<file path="config.mk">
export PLATFORM = sky130hd
export DESIGN_NAME = requant_pipe_flat
export DESIGN_NICKNAME = d
export VERILOG_FILES = /design/src/rtl/requant_pipe_if.sv /design/src/rtl/requant_pipe.sv /design/src/flat_wrapper.sv
export SDC_FILE = /design/constraint.sdc
export NUM_CORES = 1
export LEC_CHECK = 0
export ABC_AREA = 1
export CORE_ASPECT_RATIO = 0.7
export CORE_UTILIZATION = 45
export DETAILED_ROUTE_END_ITERATION = 6
export PLACE_DENSITY = 0.65
export SLEW_MARGIN = 20
export SYNTH_ARGS = -nofsm -noshare
export SYNTH_HDL_FRONTEND = slang
export SYNTH_SLANG_ARGS = --single-unit
export TNS_END_PERCENT = 100
</file>
<file path="constraint.sdc">
create_clock -name clock -period 8.7 [get_ports clock]
set_input_delay 0.87 -clock clock [delete_from_list [all_inputs] [get_ports clock]]
set_output_delay 0.87 -clock clock [all_outputs]
set_load 0.02 [all_outputs]
</file>
<file path="src/rtl/requant_pipe_if.sv">
// Valid/ready streaming bundle for the requantizer: accumulator beats in, activation beats out.
interface requant_pipe_if #(
    parameter int IN_W  = 32,
    parameter int OUT_W = 8,
    parameter int SIZE  = 4
) ();
    logic                    in_valid;
    logic                    in_ready;
    logic [IN_W*SIZE-1:0]    pixel_in;
    logic                    out_valid;
    logic                    out_ready;
    logic [OUT_W*SIZE-1:0]   pixel_out;

    modport master (
        output in_valid, pixel_in, out_ready,
        input  in_ready, out_valid, pixel_out
    );

    modport slave (
        input  in_valid, pixel_in, out_ready,
        output in_ready, out_valid, pixel_out
    );
endinterface

</file>
<file path="src/rtl/requant_pipe.sv">
// Two-stage elastic requantizer: shift/round in stage 1, ReLU/saturate in stage 2,
// plus a sticky saturation-event counter for quantization range tuning.
module requant_pipe #(
    parameter int IN_W    = 32,
    parameter int OUT_W   = 8,
    parameter int SIZE    = 4,
    parameter int SHIFT_W = 5,
    parameter int CNT_W   = 16
) (
    input  logic               clock,
    input  logic               reset,
    input  logic               cfg_load,
    input  logic [SHIFT_W-1:0] cfg_shift,
    input  logic               cfg_round,
    input  logic               cfg_relu,
    requant_pipe_if.slave      bus,
    output logic               idle,
    output logic [CNT_W-1:0]   sat_count,
    input  logic               sat_clear
);
    localparam logic signed [IN_W:0] MAX_V = (IN_W+1)'((1 << (OUT_W-1)) - 1);
    localparam logic signed [IN_W:0] MIN_V = -MAX_V - 1;

    logic [SHIFT_W-1:0]      shift_q;
    logic                    round_q;
    logic                    relu_q;

    logic                    v1;
    logic                    v2;
    logic                    ready2;
    logic                    relu1;
    logic                    sat2;
    logic [OUT_W*SIZE-1:0]   pixel_q;

    logic signed [IN_W:0]    bias;
    logic signed [IN_W:0]    x_ext   [SIZE];
    logic signed [IN_W:0]    y1_next [SIZE];
    logic signed [IN_W:0]    y1      [SIZE];
    logic signed [IN_W:0]    y_relu  [SIZE];
    logic [OUT_W*SIZE-1:0]   clip_next;
    logic [SIZE-1:0]         sat_lane;

    assign ready2        = !v2 || bus.out_ready;
    assign bus.in_ready  = !v1 || ready2;
    assign bus.out_valid = v2;
    assign bus.pixel_out = pixel_q;
    assign idle          = !v1 && !v2;

    // One extra bit of headroom keeps the rounding bias from wrapping large positives.
    always_comb begin
        bias = '0;
        if (round_q && (shift_q != '0)) begin
            bias = (IN_W+1)'(1) << (shift_q - SHIFT_W'(1));
        end
        for (int i = 0; i < SIZE; i++) begin
            x_ext[i]   = $signed({bus.pixel_in[IN_W*i + IN_W - 1], bus.pixel_in[IN_W*i +: IN_W]});
            y1_next[i] = (x_ext[i] + bias) >>> shift_q;
        end
    end

    // ReLU zeroing is a clamp by design, so it never raises a saturation flag.
    always_comb begin
        clip_next = '0;
        sat_lane  = '0;
        for (int i = 0; i < SIZE; i++) begin
            y_relu[i] = (relu1 && (y1[i] < 0)) ? '0 : y1[i];
            if (y_relu[i] > MAX_V) begin
                clip_next[OUT_W*i +: OUT_W] = MAX_V[OUT_W-1:0];
                sat_lane[i]                 = 1'b1;
            end else if (y_relu[i] < MIN_V) begin
                clip_next[OUT_W*i +: OUT_W] = MIN_V[OUT_W-1:0];
                sat_lane[i]                 = 1'b1;
            end else begin
                clip_next[OUT_W*i +: OUT_W] = y_relu[i][OUT_W-1:0];
            end
        end
    end

    always_ff @(posedge clock) begin
        if (reset) begin
            shift_q <= '0;
            round_q <= 1'b0;
            relu_q  <= 1'b0;
        end else if (cfg_load && idle) begin
            shift_q <= cfg_shift;
            round_q <= cfg_round;
            relu_q  <= cfg_relu;
        end
    end

    // The ReLU setting travels with the beat so a later config load cannot alter it.
    always_ff @(posedge clock) begin
        if (reset) begin
            v1    <= 1'b0;
            relu1 <= 1'b0;
            for (int i = 0; i < SIZE; i++) y1[i] <= '0;
        end else if (bus.in_ready) begin
            v1 <= bus.in_valid;
            if (bus.in_valid) begin
                relu1 <= relu_q;
                for (int i = 0; i < SIZE; i++) y1[i] <= y1_next[i];
            end
        end
    end

    always_ff @(posedge clock) begin
        if (reset) begin
            v2      <= 1'b0;
            sat2    <= 1'b0;
            pixel_q <= '0;
        end else if (ready2) begin
            v2 <= v1;
            if (v1) begin
                pixel_q <= clip_next;
                sat2    <= |sat_lane;
            end
        end
    end

    always_ff @(posedge clock) begin
        if (reset || sat_clear) begin
            sat_count <= '0;
        end else if (v2 && bus.out_ready && sat2 && (sat_count != '1)) begin
            sat_count <= sat_count + CNT_W'(1);
        end
    end
endmodule
</file>
<file path="src/flat_wrapper.sv">
// flat-port wrapper written by rule: the top's interface ports become plain ports
module requant_pipe_flat 
#(
    parameter int IN_W    = 32,
    parameter int OUT_W   = 8,
    parameter int SIZE    = 4,
    parameter int SHIFT_W = 5,
    parameter int CNT_W   = 16
)
  (clock, reset, cfg_load, cfg_shift, cfg_round, cfg_relu, idle, sat_count, sat_clear, bus_in_valid, bus_pixel_in, bus_out_ready, bus_in_ready, bus_out_valid, bus_pixel_out);
  requant_pipe_if #(.IN_W(IN_W), .OUT_W(OUT_W), .SIZE(SIZE)) bus_i ();
  input  logic clock;
  input  logic reset;
  input  logic cfg_load;
  input  logic [SHIFT_W-1:0] cfg_shift;
  input  logic cfg_round;
  input  logic cfg_relu;
  output logic idle;
  output logic [CNT_W-1:0] sat_count;
  input  logic sat_clear;
  input wire logic [$bits(bus_i.in_valid)-1:0] bus_in_valid;
  input wire logic [$bits(bus_i.pixel_in)-1:0] bus_pixel_in;
  input wire logic [$bits(bus_i.out_ready)-1:0] bus_out_ready;
  output wire logic [$bits(bus_i.in_ready)-1:0] bus_in_ready;
  output wire logic [$bits(bus_i.out_valid)-1:0] bus_out_valid;
  output wire logic [$bits(bus_i.pixel_out)-1:0] bus_pixel_out;
  assign bus_i.in_valid = bus_in_valid;
  assign bus_i.pixel_in = bus_pixel_in;
  assign bus_i.out_ready = bus_out_ready;
  assign bus_in_ready = bus_i.in_ready;
  assign bus_out_valid = bus_i.out_valid;
  assign bus_pixel_out = bus_i.pixel_out;
  requant_pipe #(.IN_W(IN_W), .OUT_W(OUT_W), .SIZE(SIZE), .SHIFT_W(SHIFT_W), .CNT_W(CNT_W)) u_core (.clock(clock), .reset(reset), .cfg_load(cfg_load), .cfg_shift(cfg_shift), .cfg_round(cfg_round), .cfg_relu(cfg_relu), .bus(bus_i), .idle(idle), .sat_count(sat_count), .sat_clear(sat_clear));
endmodule
</file>
==> impl_metrics.csv, run 1 <==
group,metric,value,unit
hold_path,min_to,"u_core.bus.pixel_out[15]",
global_route,top_usage_layer,"met2",
clock_network,ctsRootBufferMaster,"clkbuf_16",
setup_path,critical-path-top-delay-family,"simple AND/OR/NAND/NOR gates",
global_route,grt_max_degree,75,
setup_path,r2r_start,"u_core.shift_q[1]",
setup_path,crit_path_end_kind,"flip-flop",
hold_path,hp-class,"flip-flop to flip-flop",
logic_synthesis,synth_edf_count,132,
floorplan,die_w,280,µm
hold_path,worstHoldStart,"u_core.bus.pixel_out[15]",
logic_synthesis,ys_seq_elements,191,
logic_synthesis,ys_warn_count,0,
clock_network,cts-htree-levels,4,
setup_path,crit_path_frequent_cell,"nand2_1",
clock_network,clock_latency,440,ps
global_route,overflow,0,
logic_synthesis,async_flop_share,0,%
pwr,ir_drop,0.116,mV
finish,fin_util,51.5,%
global_route,grt_pass1_vias,27263,
pwr,power_density,115,nW/µm²
pwr,combPwrFrac,38.6,%
logic_synthesis,synth_cell_type_count,54,
finish,final_common_cell,"nand2_1",
finish,final_cell_mix,"nand2_1 (1486), nand3_1 (921), inv_1 (435)",
timing,hold_violations,0,
finish,nets,4636,
finish,design_area,27200,µm²
placed_design,place_area,26700,µm²
clock_network,cts.clk_slew.worst_paths,80,ps
global_route,use_met2,58.7,%
clock_network,clock_sinks,191,
timing,rsz0062_at_grt,"false",
placed_design,place.gp.congestion,1.05,
setup_path,rr_endpoint,"u_core.y1[3][9]",
logic_synthesis,ys_seq_area_share,21.1,%
setup_path,critPathKind,"flip-flop to flip-flop",
floorplan,dieArea,55100,µm²
placed_design,detailedPlace.worstSlack,3410,ps
setup_path,max_stage_delay,990,ps
run,cap_violations,0,
setup_path,crit_path_start_kind,"flip-flop",
drt,drc,2,
timing,fin_crit,5410,ps
timing,clock_skew,12.0,ps
setup_path,slowest_stage,"clkinv_2",
finish,drive_above_1_share,2.86,%
setup_path,crit_required,8860,ps
clock_network,cts_setup_buffers,0,
setup_path,ff2ff_path_depth,21,
pwr,switchingPower,1.29,mW
setup_path,cp_cell_sequence,"clkinv_2, nand2_1, nor2_2, inv_1, nor3_1, buf_4, ha_1, a21oi_1, o21ai_0, nand2_1, o211ai_1, a21oi_1, nand2_1, nand2_1, nand3_1, nand3_1, nand3_1, nand3_1, nand2_1, o21ai_0, nor2_1",
floorplan,core_area,52800,µm²
hold_path,holdPathStages,2,
pwr,clkPwrFrac,24.8,%
logic_synthesis,syn_avg_cell_area,5.59,µm²
drt,avgRoutedWirePerCell,19.5,µm
timing,maxSlewViolCount,0,
pwr,p_sw_share,41.2,%
global_route,antenna_found_initial,1,
pwr,seq_power_share,36.6,%
finish,fillers,5730,
clock_network,cts.path.max_buffers,2,
timing,slew_headroom,23.5,%
drt,postRouteAntennaNets,0,
timing,setup_tns,0,ps
timing,worst_pin_slew,1140,ps
clock_network,numCtsBuffers,17,
setup_path,cp_max_fo,73,
placed_design,dp_hpwl,80700,µm
outcome,violations,"design-rule violations",
finish,n_antenna_cell,0,
logic_synthesis,syn-instance-count,4362,
logic_synthesis,synth_ff_type,"edfxtp_1",
global_route,track_usage,36.0,%
timing,period_share,62.2,%
global_route,grt.met3_usage,3.66,%
timing,setup_viol,0,
floorplan,die_h,197,µm
drt,wl,101000,µm
setup_path,rrSetupSlack,3290,ps
clock_network,cts_resized,0,
setup_path,path_buf_inv,3,
placed_design,io_buffers,191,
drt,drt_iter0_drc,3563,
drt,dr.pass1.iters,7,
global_route,grt_util_met1,49.9,%
floorplan,io_pins,192,
pwr,p_leak,13.8,nW
outcome,outcome,"finished, violations left",
floorplan,rows,70,
global_route,grt_pass1_wl,154000,µm
pwr,intPower,1.84,mW
logic_synthesis,synth_area,24400,µm²
finish,syn_to_final_growth,11.8,%
drt,vias,29783,
setup_path,cp.arrival,5570,ps
floorplan,start_util,46.1,%
clock_network,cts_tree,"done",
drt,via_per_inst,5.78,
clock_network,cts.hold.buffers_added,0,
timing,fmax,185,MHz
timing,finalWorstSetupSlack,3290,ps
synthesized netlist by cell type (11+ instances only):
cell,n,area (µm²)
a21boi_1,11,82.6
a21oi_1,290,1450
buf_1,56,210
buf_2,27,135
clkbuf_1,80,300
dfxtp_1,59,1180
edfxtp_1,132,3960
ha_1,73,913
inv_1,438,1640
nand2_1,1487,5580
nand2_2,18,113
nand3_1,921,4610
nand4_1,38,238
nor2_1,326,1220
nor3_1,40,200
nor4_1,35,219
o211ai_1,17,128
o21ai_0,127,636
o21ai_1,14,70.1
o21bai_1,12,90.1
xor2_1,38,333
power groups by stage:
stage | Combinational (mW) | Clock, mW | Sequential (mW)
2_1_floorplan | 0.833 | 0 | 1.13
3_3_place_gp | 1.19 | 0 | 1.16
3_5_place_dp | 1.19 | 0 | 1.16
4_1_cts | 1.19 | 0.779 | 1.14
5_1_grt | 1.34 | 0.818 | 1.16
6_report | 1.21 | 0.776 | 1.15
sequential cells by signal, summed over array words and instances (netlist names):
register / flops
u_core.bus.out_valid: 1
u_core.relu_q: 1
u_core.relu1: 1
u_core.v1: 1
u_core.sat_count: 16
u_core.bus.pixel_out: 32
u_core.round_q: 1
u_core.sat2: 1
u_core.shift_q: 5
u_core.y1: 132
layer usage:
layer / part of all wire (%) / wire, µm
met5: 0 / 0
met3: 6.9 / 6910
met2: 45 / 45100
met4: 3.3 / 3350
met1: 45 / 45200
worst min-delay path, stage by stage (launching register included):
cell,delay [ps]
dfxtp_1,310
nand2_1,60
a21oi_1,60
through the flow:
stage                     total power, mW  hold slack, ps  instances
after floorplan                      1.96             429       4365
after global routing                 3.31             484       5155
after CTS                            3.12             474       5155
after global placement               2.35             458       5123
after detailed placement             2.35             466       5123
final                                3.13             476       5155
worst max path at each step:
stage,to,startpoint,slack (ps),depth (start not counted)
2_1_floorplan,u_core.y1[0][0],bus_out_ready,4070,4
3_3_place_gp,u_core.y1[3][9],u_core.shift_q[0],3290,18
3_5_place_dp,u_core.y1[2][19],u_core.shift_q[2],3410,17
4_1_cts,u_core.y1[3][9],u_core.shift_q[1],3400,20
5_1_grt,u_core.y1[3][9],u_core.shift_q[1],2850,20
6_report,u_core.y1[3][9],u_core.shift_q[1],3290,21
cells by family (layout without fill, tap and decap cells):
logic type      Yosys count  count (layout)  synth area share, %
simple gates           2911            2911                 51.9
xor+xnor                 48              48                 1.76
compound gates          520             520                 11.6
buf+inv                 618             688                 9.83
flops                   191             191                 21.1
fa+ha+maj                73              73                 3.75
other cells               1               4               0.0154
layout make-up:
class / instances / area (µm²) / share of cell area, %
Sequential cell: 191 / 5160 / 19.0
Clock buffer: 18 / 429 / 1.58
Clock inverter: 14 / 138 / 0.506
Timing Repair Buffer: 209 / 2050 / 7.52
Inverter: 447 / 1690 / 6.20
Tap cell: 720 / 901 / 3.31
Multi-Input combinational cell: 3556 / 16900 / 61.9
Note: power is estimated with default switching activity, not from simulation.
==> run 2, diff against run 1 <==
==> constraint.sdc (replaced) <==
create_clock -name clock -period 5.5 [get_ports clock]
set_input_delay 0.55 -clock clock [delete_from_list [all_inputs] [get_ports clock]]
set_output_delay 0.55 -clock clock [all_outputs]
set_load 0.02 [all_outputs]
==> run 2 against run 1 <==
The run now ends clean. Register-to-register slack worse by 2400 ps. Setup slack worse by 2400 ps. Sequential share of layout area is 0.19 points lower. Utilization is 0.51 points higher. Sequential cell count stayed put. Via count is 0.13% lower. Largest cell class unchanged. Largest power group unchanged. Highest routed layer unchanged.
==> impl_metrics.csv, run 2 (same netlist as run 1, synthesis figures left out) <==
group,metric,value,unit
outcome,outcome,"finished, final reports clean",
placed_design,place.gp.congestion,1.06,
floorplan,dieArea,55100,µm²
drt,drc,0,
run,cap_violations,0,
pwr,ir_drop,0.185,mV
timing,hold_violations,0,
clock_network,clock_latency,450,ps
global_route,track_usage,36.4,%
hold_path,hp-class,"flip-flop to flip-flop",
finish,final_common_cell,"nand2_1",
placed_design,dp_hpwl,82600,µm
clock_network,cts.path.max_buffers,2,
clock_network,ctsRootBufferMaster,"clkbuf_16",
timing,fmax,215,MHz
placed_design,detailedPlace.worstSlack,1050,ps
timing,slew_headroom,31.3,%
finish,syn_to_final_growth,12.9,%
setup_path,crit_path_start_kind,"flip-flop",
timing,setup_viol,0,
global_route,antenna_found_initial,0,
hold_path,holdPathStages,2,
drt,vias,29743,
setup_path,max_stage_delay,730,ps
setup_path,crit_path_frequent_cell,"nand2_1",
finish,fillers,5680,
finish,top_register,"u_core.y1",
timing,setup_tns,0,ps
pwr,power,4.97,mW
setup_path,ff2ff_path_depth,21,
pwr,seq_power_share,35.7,%
floorplan,die_w,280,µm
pwr,power_density,181,nW/µm²
drt,wl,102000,µm
finish,n_antenna_cell,0,
clock_network,cts_setup_buffers,0,
drt,drt_iter0_drc,3681,
clock_network,numCtsBuffers,17,
floorplan,core_area,52800,µm²
finish,largest_reg_flops,132,
pwr,p_leak,13.9,nW
timing,maxSlewViolCount,0,
clock_network,cts_tree,"done",
setup_path,rrSetupSlack,850,ps
global_route,grt_pass1_vias,27272,
global_route,grt_pass1_wl,155000,µm
setup_path,crit_required,5780,ps
hold_path,worstHoldStart,"u_core.bus.pixel_out[23]",
setup_path,cp.arrival,4930,ps
setup_path,cp_cell_sequence,"buf_4, nand2_1, inv_1, nand2_1, nor2_1, ha_1, a21oi_1, o21ai_0, a21oi_1, nor2_1, nor2_1, nand3_1, nand3_1, nand3_1, nand2_1, nand2_1, nand2_1, nand2_1, nand2_1, nand2_1, a21oi_1",
timing,rsz0062_at_grt,"false",
drt,via_per_inst,5.73,
setup_path,r2r_start,"u_core.round_q",
timing,fin_crit,4650,ps
clock_network,cts_resized,0,
clock_network,cts.clk_slew.worst_paths,80,ps
clock_network,cts.hold.buffers_added,0,
timing,period_share,84.6,%
clock_network,clock_sinks,191,
drt,postRouteAntennaNets,0,
pwr,clkPwrFrac,24.6,%
pwr,p_sw_share,40.5,%
setup_path,critPathKind,"flip-flop to flip-flop",
floorplan,rows,70,
pwr,combPwrFrac,39.7,%
global_route,overflow,0,
finish,nets,4672,
timing,finalWorstSetupSlack,850,ps
floorplan,die_h,197,µm
placed_design,io_buffers,191,
clock_network,cts-htree-levels,4,
setup_path,slowest_stage,"nor2_1",
setup_path,rr_endpoint,"u_core.y1[0][30]",
floorplan,io_pins,192,
floorplan,start_util,46.1,%
pwr,intPower,2.96,mW
pwr,switchingPower,2.01,mW
setup_path,crit_path_end_kind,"flip-flop",
setup_path,cp_max_fo,11,
global_route,grt_max_degree,91,
timing,worst_pin_slew,1030,ps
timing,clock_skew,19.4,ps
finish,drive_above_1_share,3.53,%
drt,avgRoutedWirePerCell,19.6,µm
hold_path,min_to,"u_core.bus.pixel_out[23]",
finish,final_cell_mix,"nand2_1 (1486), nand3_1 (921), inv_1 (436)",
drt,dr.pass1.iters,6,
==> run 2: worst max-delay path by stage <==
stage,depth (start not counted),to,startpoint,slack [ps]
5_1_grt,21,u_core.y1[0][30],u_core.round_q,570
2_1_floorplan,4,u_core.y1[0][0],bus_out_ready,1190
3_3_place_gp,19,u_core.y1[0][25],u_core.shift_q[1],1110
4_1_cts,21,u_core.y1[0][30],u_core.round_q,1010
3_5_place_dp,21,u_core.y1[0][30],u_core.round_q,1050
6_report,21,u_core.y1[0][30],u_core.round_q,850
==> run 2: metrics by stage <==
step | std cells | cell area (µm²) | hold WS, ps | utilization [%]
global route | 5191 | 27500 | 498 | 52.1
detailed placement | 5159 | 26900 | 464 | 51.0
floorplan | 4365 | 24400 | 429 | -
global placement | 5159 | 26900 | 460 | 51.0
finish | 5191 | 27500 | 473 | 52.1
CTS | 5191 | 27500 | 477 | 52.1
==> run 2: power by group through the flow <==
stage | clock network [mW] | registers, mW | logic, mW
after floorplan | 0 | 1.79 | 1.32
after detailed placement | 0 | 1.80 | 1.93
after CTS | 1.23 | 1.77 | 1.94
after global placement | 0 | 1.80 | 1.94
final | 1.22 | 1.78 | 1.97
after global routing | 1.29 | 1.79 | 2.18
==> run 2: layer usage <==
| layer | global-route usage, % | part of all wire, % |
|---|---|---|
| met5 | 0 | 0 |
| met4 | 12.5 | 3.7 |
| met1 | 49.2 | 44 |
| met3 | 3.82 | 6.8 |
| met2 | 60.2 | 45 |
==> run 2: critical path, delay by kind of cell (launching register included) <==
| family | cells | cell delay, ps |
|---|---|---|
| adder cells (fa/ha/maj) | 1 | 450 |
| AND/OR/NAND/NOR | 14 | 2500 |
| flip-flops | 1 | 310 |
| AO/OA/AOI/OAI | 4 | 860 |
| buffers and inverters | 2 | 330 |
==> run 2: area by class of cell <==
cell class	count	area [µm²]	area share, %
tap	720	901	3.28
inverter	447	1690	6.14
multi-input combinational	3556	16800	61.3
clock buffer	20	437	1.59
sequential	191	5160	18.8
timing repair buffer	245	2330	8.47
clock inverter	12	128	0.464
